`src/rtl/reorder_buffer.sv`:
```
// reorder_buffer: circular in-order retirement buffer handing out tags (index+1) and broadcasting commits/flushes.
// Optional ROB_WB_BYPASS_EN forwards a same-cycle writeback onto the operand query ports.
module reorder_buffer #(
  parameter int ROB_SIZE = 16
) (
  input  logic        clk_in,
  input  logic        rst_in,
  input  logic        rdy_in,
  input  logic        issue_valid,
  input  logic [1:0]  issue_dest_type,
  input  logic [4:0]  issue_rd,
  input  logic        issue_pred_taken,
  output logic [4:0]  issue_tag,
  output logic        rob_full,
  input  logic [4:0]  query1_tag,
  input  logic [4:0]  query2_tag,
  output logic        query1_ready,
  output logic        query2_ready,
  output logic [31:0] query1_value,
  output logic [31:0] query2_value,
  input  logic        wb_valid,
  input  logic [4:0]  wb_tag,
  input  logic [31:0] wb_value,
  input  logic        wb_taken,
  input  logic [31:0] wb_target,
  output logic        commit_valid,
  output logic [4:0]  commit_tag,
  output logic [1:0]  commit_dest_type,
  output logic [4:0]  commit_rd,
  output logic [31:0] commit_value,
  output logic        flush_out,
  output logic [31:0] flush_pc
);
  typedef enum logic [1:0] {EMPTY, BUSY, READY} st_e;
  localparam int PW = $clog2(ROB_SIZE);
  localparam logic [4:0] SZ = 5'(ROB_SIZE);
  localparam logic [PW-1:0] LAST = PW'(ROB_SIZE - 1);

  st_e         st_q   [ROB_SIZE], st_d   [ROB_SIZE];
  logic [1:0]  typ_q  [ROB_SIZE], typ_d  [ROB_SIZE];
  logic [4:0]  rd_q   [ROB_SIZE], rd_d   [ROB_SIZE];
  logic        pred_q [ROB_SIZE], pred_d [ROB_SIZE];
  logic        tkn_q  [ROB_SIZE], tkn_d  [ROB_SIZE];
  logic [31:0] val_q  [ROB_SIZE], val_d  [ROB_SIZE];
  logic [31:0] tgt_q  [ROB_SIZE], tgt_d  [ROB_SIZE];
  logic [PW-1:0] head_q, head_d, tail_q, tail_d;
  logic [4:0]  cnt_q, cnt_d;
  logic        commit_valid_q, commit_valid_d, flush_out_q, flush_out_d;
  logic [4:0]  commit_tag_q, commit_tag_d, commit_rd_q, commit_rd_d;
  logic [1:0]  commit_dest_type_q, commit_dest_type_d;
  logic [31:0] commit_value_q, commit_value_d, flush_pc_q, flush_pc_d;
  logic [PW-1:0] wb_idx, q1_idx, q2_idx;
  logic        do_issue, do_wb, do_commit, mispred, q1_ok, q2_ok;

  function automatic logic [PW-1:0] nxt(input logic [PW-1:0] p);
    return p == LAST ? '0 : p + 1'b1;
  endfunction

  assign issue_tag        = 5'(tail_q) + 5'd1;
  assign rob_full         = cnt_q == SZ;
  assign commit_valid     = commit_valid_q;
  assign commit_tag       = commit_tag_q;
  assign commit_dest_type = commit_dest_type_q;
  assign commit_rd        = commit_rd_q;
  assign commit_value     = commit_value_q;
  assign flush_out        = flush_out_q;
  assign flush_pc         = flush_pc_q;

  always_comb begin
    q1_idx = PW'(query1_tag - 5'd1);
    q2_idx = PW'(query2_tag - 5'd1);
    q1_ok  = query1_tag != 5'd0 && query1_tag <= SZ;
    q2_ok  = query2_tag != 5'd0 && query2_tag <= SZ;
`ifdef ROB_WB_BYPASS_EN
    query1_ready = q1_ok && (st_q[q1_idx] == READY || (st_q[q1_idx] == BUSY && wb_valid && wb_tag == query1_tag));
    query2_ready = q2_ok && (st_q[q2_idx] == READY || (st_q[q2_idx] == BUSY && wb_valid && wb_tag == query2_tag));
    query1_value = (st_q[q1_idx] == BUSY && wb_valid && wb_tag == query1_tag) ? wb_value : val_q[q1_idx];
    query2_value = (st_q[q2_idx] == BUSY && wb_valid && wb_tag == query2_tag) ? wb_value : val_q[q2_idx];
`else
    query1_ready = q1_ok && st_q[q1_idx] == READY;
    query2_ready = q2_ok && st_q[q2_idx] == READY;
    query1_value = val_q[q1_idx];
    query2_value = val_q[q2_idx];
`endif
  end

  always_comb begin
    st_d = st_q;
    typ_d = typ_q;
    rd_d = rd_q;
    pred_d = pred_q;
    tkn_d = tkn_q;
    val_d = val_q;
    tgt_d = tgt_q;
    head_d = head_q;
    tail_d = tail_q;
    commit_tag_d = commit_tag_q;
    commit_dest_type_d = commit_dest_type_q;
    commit_rd_d = commit_rd_q;
    commit_value_d = commit_value_q;
    flush_pc_d = flush_pc_q;
    wb_idx = PW'(wb_tag - 5'd1);
    do_issue = rdy_in && issue_valid && !rob_full;
    do_wb = rdy_in && wb_valid && wb_tag != 5'd0 && wb_tag <= SZ && st_q[wb_idx] == BUSY;
    do_commit = rdy_in && st_q[head_q] == READY;
    mispred = do_commit && (typ_q[head_q] == 2'd3 || (typ_q[head_q] == 2'd2 && tkn_q[head_q] != pred_q[head_q]));
    commit_valid_d = do_commit;
    flush_out_d = mispred;
    cnt_d = cnt_q + 5'(do_issue) - 5'(do_commit);
    if (do_wb) begin
      st_d[wb_idx] = READY;
      val_d[wb_idx] = wb_value;
      tkn_d[wb_idx] = wb_taken;
      tgt_d[wb_idx] = wb_target;
    end
    if (do_issue) begin
      st_d[tail_q] = BUSY;
      typ_d[tail_q] = issue_dest_type;
      rd_d[tail_q] = issue_rd;
      pred_d[tail_q] = issue_pred_taken;
      tail_d = nxt(tail_q);
    end
    if (do_commit) begin
      st_d[head_q] = EMPTY;
      head_d = nxt(head_q);
      commit_tag_d = 5'(head_q) + 5'd1;
      commit_dest_type_d = typ_q[head_q];
      commit_rd_d = rd_q[head_q];
      commit_value_d = val_q[head_q];
    end
    // a mispredict discards everything younger, including this edge's issue and writeback
    if (mispred) begin
      for (int i = 0; i < ROB_SIZE; i++) st_d[i] = EMPTY;
      head_d = '0;
      tail_d = '0;
      cnt_d = '0;
      flush_pc_d = tgt_q[head_q];
    end
  end

  always_ff @(posedge clk_in or negedge rst_in) begin
    if (!rst_in) begin
      for (int i = 0; i < ROB_SIZE; i++) begin
        st_q[i] <= EMPTY;
        typ_q[i] <= '0;
        rd_q[i] <= '0;
        pred_q[i] <= 1'b0;
        tkn_q[i] <= 1'b0;
        val_q[i] <= '0;
        tgt_q[i] <= '0;
      end
      head_q <= '0;
      tail_q <= '0;
      cnt_q <= '0;
      commit_valid_q <= 1'b0;
      commit_tag_q <= '0;
      commit_dest_type_q <= '0;
      commit_rd_q <= '0;
      commit_value_q <= '0;
      flush_out_q <= 1'b0;
      flush_pc_q <= '0;
    end else begin
      st_q <= st_d;
      typ_q <= typ_d;
      rd_q <= rd_d;
      pred_q <= pred_d;
      tkn_q <= tkn_d;
      val_q <= val_d;
      tgt_q <= tgt_d;
      head_q <= head_d;
      tail_q <= tail_d;
      cnt_q <= cnt_d;
      commit_valid_q <= commit_valid_d;
      commit_tag_q <= commit_tag_d;
      commit_dest_type_q <= commit_dest_type_d;
      commit_rd_q <= commit_rd_d;
      commit_value_q <= commit_value_d;
      flush_out_q <= flush_out_d;
      flush_pc_q <= flush_pc_d;
    end
  end
endmodule

```
`config.mk`:
```
export PLATFORM = sky130hd
export DESIGN_NAME = reorder_buffer
export DESIGN_NICKNAME = d
export VERILOG_FILES = /design/src/rtl/reorder_buffer.sv
export SDC_FILE = /design/constraint.sdc
export NUM_CORES = 2
export LEC_CHECK = 0
export CORE_UTILIZATION = 43
export CTS_CLUSTER_DIAMETER = 120
export CTS_CLUSTER_SIZE = 25
export DETAILED_ROUTE_END_ITERATION = 8
export PLACE_DENSITY = 0.64
export SLEW_MARGIN = 40
export SYNTH_ARGS = -nofsm -noshare
export SYNTH_HDL_FRONTEND = slang
export SYNTH_SLANG_ARGS = --single-unit
```
`constraint.sdc`:
```
create_clock -name clk_in -period 8.44 [get_ports clk_in]
set_clock_uncertainty 0.1 [all_clocks]
set_input_delay 1.688 -clock clk_in [delete_from_list [all_inputs] [get_ports clk_in]]
set_output_delay 1.688 -clock clk_in [all_outputs]
set_load 0.02 [all_outputs]
```
### Yosys cells after proc, flatten, opt, wreduce, memory -nomap -nowiden

Cells that the tools add are included.
W data, S select, Z words.

* word-level logic and storage cells: 255
* bits in registers: 1291

* reductions and logical operators: 23
* magnitude comparators: 11
* add/sub/neg operators: 9
* bitwise gates (word level): 13
* equality and inequality tests: 10
* mux-type cells: 67

Operators by type and width (number)
* $bwmux W512: 2
* $bmux W32 S4: 4
* $mux W32: 13
* $demux W32 S4: 1
* $bwmux W80: 1
* $bmux W2 S4: 5
* $and A16 B16 Y16: 2
* $and A32 B32 Y32: 1
* $bwmux W16: 2
* $bwmux W32: 1
* $not A16 Y16: 2
* $not A32 Y32: 1
* $or A16 B16 Y16: 2
* $mux W2: 13
* $ge A5 B5 Y1 const B: 5
* $not A4 Y5: 5
* $demux W2 S4: 3
* $mux W4: 6
* $bmux W5 S4: 1
* $demux W5 S4: 1
* $mux W5: 4
* $logic_and A1 B1 Y1: 16
* $le A5 B5 Y1 const B: 3
* $lt A5 B1 Y1 const B: 3
* 17 further kinds: 36

### Logic depth before layout (Yosys ltp)

* depth after elaboration: 14
* gate-level depth with buffers: 20

### Least setup slack after synthesis

No wires, ideal clock.

* path kind: input port to output port
* start: in query2_tag[0]
* end: out query2_value[10]
* buffers on the path: 3
* slack: 1.838 ns
* cell stages on the path: 7
* arrival time: 4.814 ns
* path through: clkbuf_1 > clkbuf_1 > clkinv_1 > ha_1 > xnor2_1 > clkbuf_1 > mux4_2

* cells in the longest elaborated chain, start to end: 5

Ends and longest elaborated chain
* start: declaration: line 16 `input logic [4:0] query2_tag,`
* $sub A4 B1 Y4: line 71 `q2_idx = PW'(query2_tag - 5'd1);`
* $not A4 Y5 (not written as such): line 83 `query2_value = val_q[q2_idx];`
* $bmux W32 S4: line 83
* $mux W32 (not written as such) (2 in a row): line 83
* end: declaration: line 20 `output logic [31:0] query2_value,`

Every way passes these cells. The select of a mux whose other input is x is not followed.

### Worst setup path in the final report

* start: in query2_tag[0]
* end: out query2_value[29]

Same word-level chain as after synthesis.

==> flow_summary_export.csv <==
group,metric,value,unit
logic_synthesis,synth.cell_area,65900,µm²
clock_tree,cts-root-buf,"clkbuf_16",
logic_synthesis,yosys.area_share.xor_xnor,0.213,%
sta,slew_headroom,37.0,%
sta,rsz0062_at_grt,"no",
logic_synthesis,synth_mux_area_share,44.0,%
cells_and_area,filler_cell_count,13100,
worst_setup_path,cp_max_fo,49,
clock_tree,clk_pin_slew,90,ps
clock_tree,cts_tree,"done",
clock_tree,htreeDepth,2,
sta,drv_slew,0,
logic_synthesis,synth-edff-count,0,
worst_setup_path,r2r_setup_slack,3610,ps
floorplan,die_x,394,µm
floorplan,die_area,155000,µm²
min_path,hold_depth,2,
worst_setup_path,r2r.worst_path.cells,18,
power_and_ir_drop,sequentialPowerShare,46.4,%
place,place_congestion,0.848,
cells_and_area,seqCellArea,32300,µm²
logic_synthesis,ys_seq_area_share,49.0,%
power_and_ir_drop,power,0.0175,W
sta,worst_slack,1280,ps
grt,globalRoute.totalOverflow,0,
sta,final_hold_viol_count,0,
floorplan,ios,243,
cells_and_area,layout_common_cells,"1287 x dfrtp_1, 1044 x mux2_2, 659 x mux4_2, 239 x clkdlybuf4s50_1, 170 x mux2_1",
logic_synthesis,synthAdderAreaFrac,0.467,%
logic_synthesis,synth.distinct_cells,59,
place,dp_slack,1210,ps
power_and_ir_drop,switching_power,0.00593,W
power_and_ir_drop,cellInternalPower,0.0116,W
power_and_ir_drop,combPwrFrac,34.8,%
floorplan,core_area,152000,µm²
sta,tightestPinTransition,940,ps
min_path,min_path_type,"reg -> reg",
cells_and_area,final_area,72500,µm²
clock_tree,numCtsBuffers,58,
clock_tree,hold_buffers,0,
logic_synthesis,synth_top_family_by_area,"multiplexers",
worst_setup_path,r2r-end,"cnt_q[4]",
grt,grt_max_degree,152,
drt,wl_per_cell,29.4,µm
clock_tree,post_cts_buffers,0,
min_path,hp-start,"commit_value[30]",
logic_synthesis,syn_area_per_cell,16.1,µm²
drt,dr.first_iter.drc_count,3036,
logic_synthesis,synthCells,4107,
worst_setup_path,r2r-start,"head_q[3]",
cells_and_area,drive_above_1_share,46.3,%
power_and_ir_drop,max-vdd-ir-drop,0.000240,V
place,port_buffers,242,
floorplan,chipHeight,394,µm
logic_synthesis,yosysWarnings,0,
drt,antenna_left,0,
sta,final.setup.tns,0,ps
sta,period_needed,7160,ps
clock_tree,clockBufferDepth,3,
logic_synthesis,syn-num-nets,4224,
sta,fin_crit_sh,84.9,%
sta,hold_ws,380,ps
power_and_ir_drop,cellPowerDensity,242,nW/µm²
cells_and_area,area.growth.synth_to_final,9.98,%
power_and_ir_drop,sw_frac_of_total,33.8,%
status,status,"completed",
sta,setup_viol,0,
worst_setup_path,critPathRequiredTime,6650,ps
job,drv_cap,0,
drt,vias,38700,
drt,viasPerCell,6.26,
floorplan,start_util,43.4,%
worst_setup_path,critPathCaptureType,"output port",
logic_synthesis,synth-main-ff-cell,"dfrtp_1",
logic_synthesis,synth-compound-area-share,1.72,%
logic_synthesis,async_flop_share,100,%
cells_and_area,multi_input_area,32200,µm²
grt,grt_pass1_wl,276000,µm
drt,wl,182000,µm
grt,antenna_found_initial,22,
cells_and_area,final_common_cell,"dfrtp_1",
grt,track_usage,23.6,%
clock_tree,cts_resized,0,
drt,drc,0,
sta,fmax,0.140,GHz
floorplan,rows,143,
min_path,whs_endpoint,"commit_value[30]",
place,postPlaceCellArea,70700,µm²
place,dpl.hpwl,108000,µm
drt,drtPass1Iterations,5,
power_and_ir_drop,leakagePower,32.5,nW
logic_synthesis,synth_simple_gate_area_share,1.95,%
worst_setup_path,crit_type,"in -> out",
worst_setup_path,start_kind,"primary input",
logic_synthesis,ys_seq_elements,1291,
worst_setup_path,crit_arrival,5370,ps
clock_tree,clk_latency,770,ps
cells_and_area,nets,4247,
grt,grt_pass1_vias,40000,
power_and_ir_drop,pwr-share-clk,18.8,%
clock_tree,cts.sinks,1291,
[area by class of cell]
class                           instances  area share, %
Antenna cell                            7         0.0242
Clock buffer                           61           2.02
Clock inverter                          7          0.183
Inverter                               38          0.204
Multi-Input combinational cell       2395           44.4
Sequential cell                      1291           44.6
Tap cell                             2030           3.50
Timing Repair Buffer                  346           5.09
[logic make-up after synthesis]
logic type	after synthesis
AOI/OAI and AO/OA	153
and+or+nand+nor	278
buffers and inverters	421
adders and majority gates	24
DFF	1291
xor gates and xnor gates	16
muxes	1924
[registers in the layout, indices dropped and copies added (netlist names), 16 cells and up]
name / count
tgt_q: 512
val_q: 512
typ_q: 32
commit_value: 32
st_q: 32
rd_q: 80
tkn_q: 16
pred_q: 16
flush_pc: 32
[critical path: stages]
cell	delay [ps]
buf_8	290
clkinv_1	380
ha_4	950
buf_4	520
mux4_2	380
mux4_2	530
clkdlybuf4s50_1	570
[power groups by stage]
stage,Sequential (W),Clock (W),Combinational (W)
floorplan,0.00797,0,0.00423
global placement,0.00825,0,0.00602
detailed placement,0.00829,0,0.00612
CTS,0.00816,0.00342,0.00614
global route,0.00829,0.00360,0.00652
finish,0.00815,0.00329,0.00610
[synthesized netlist by cell type (11+ instances only)]
library cell,count,share of area (%)
mux2_2,1044,18
ha_1,23,0.44
nor3_1,11,0.083
o22ai_1,21,0.20
mux2_1,170,2.9
and3_1,15,0.14
dfrtp_1,1291,49
a211oi_1,17,0.19
a21oi_1,21,0.16
nor2b_1,13,0.12
inv_1,32,0.18
xnor2_1,11,0.15
buf_1,57,0.32
clkbuf_1,232,1.3
nor2_1,32,0.18
mux4_2,659,23
buf_2,86,0.65
nand3_1,18,0.14
nand2_1,146,0.83
mux2i_1,51,0.77
o21ai_0,12,0.091
nand2b_1,24,0.23
[worst max path at each step]
| stage | startpoint | endpoint | slack, ps | cells after the start |
|---|---|---|---|---|
| 6_report | query2_tag[0] | query2_value[29] | 1280 | 7 |
| 5_1_grt | query2_tag[0] | query2_value[29] | 1060 | 7 |
| 3_3_place_gp | query2_tag[0] | query2_value[27] | 1260 | 7 |
| 4_1_cts | query2_tag[0] | query2_value[29] | 1210 | 7 |
| 2_1_floorplan | query2_tag[0] | query2_value[10] | 1840 | 7 |
| 3_5_place_dp | query2_tag[0] | query2_value[29] | 1210 | 7 |
[stage by stage]
| stage | util (%) | cells |
|---|---|---|
| detailed placement | 46.5 | 6094 |
| CTS | 47.6 | 6162 |
| global route | 47.7 | 6171 |
| global placement | 46.3 | 6083 |
| floorplan | - | 4107 |
| finish | 47.7 | 6175 |
[per-layer routing]
metal | vias to the layer above | share of wire [%] | global-route usage [%]
li1 | 15900 | - | -
met1 | 21400 | 44 | 34.0
met2 | 1202 | 48 | 37.6
met3 | 226 | 6.3 | 4.16
met4 | 18 | 2.1 | 5.04
met5 | - | 0.061 | 0
Power figures use the tool's default switching activity.
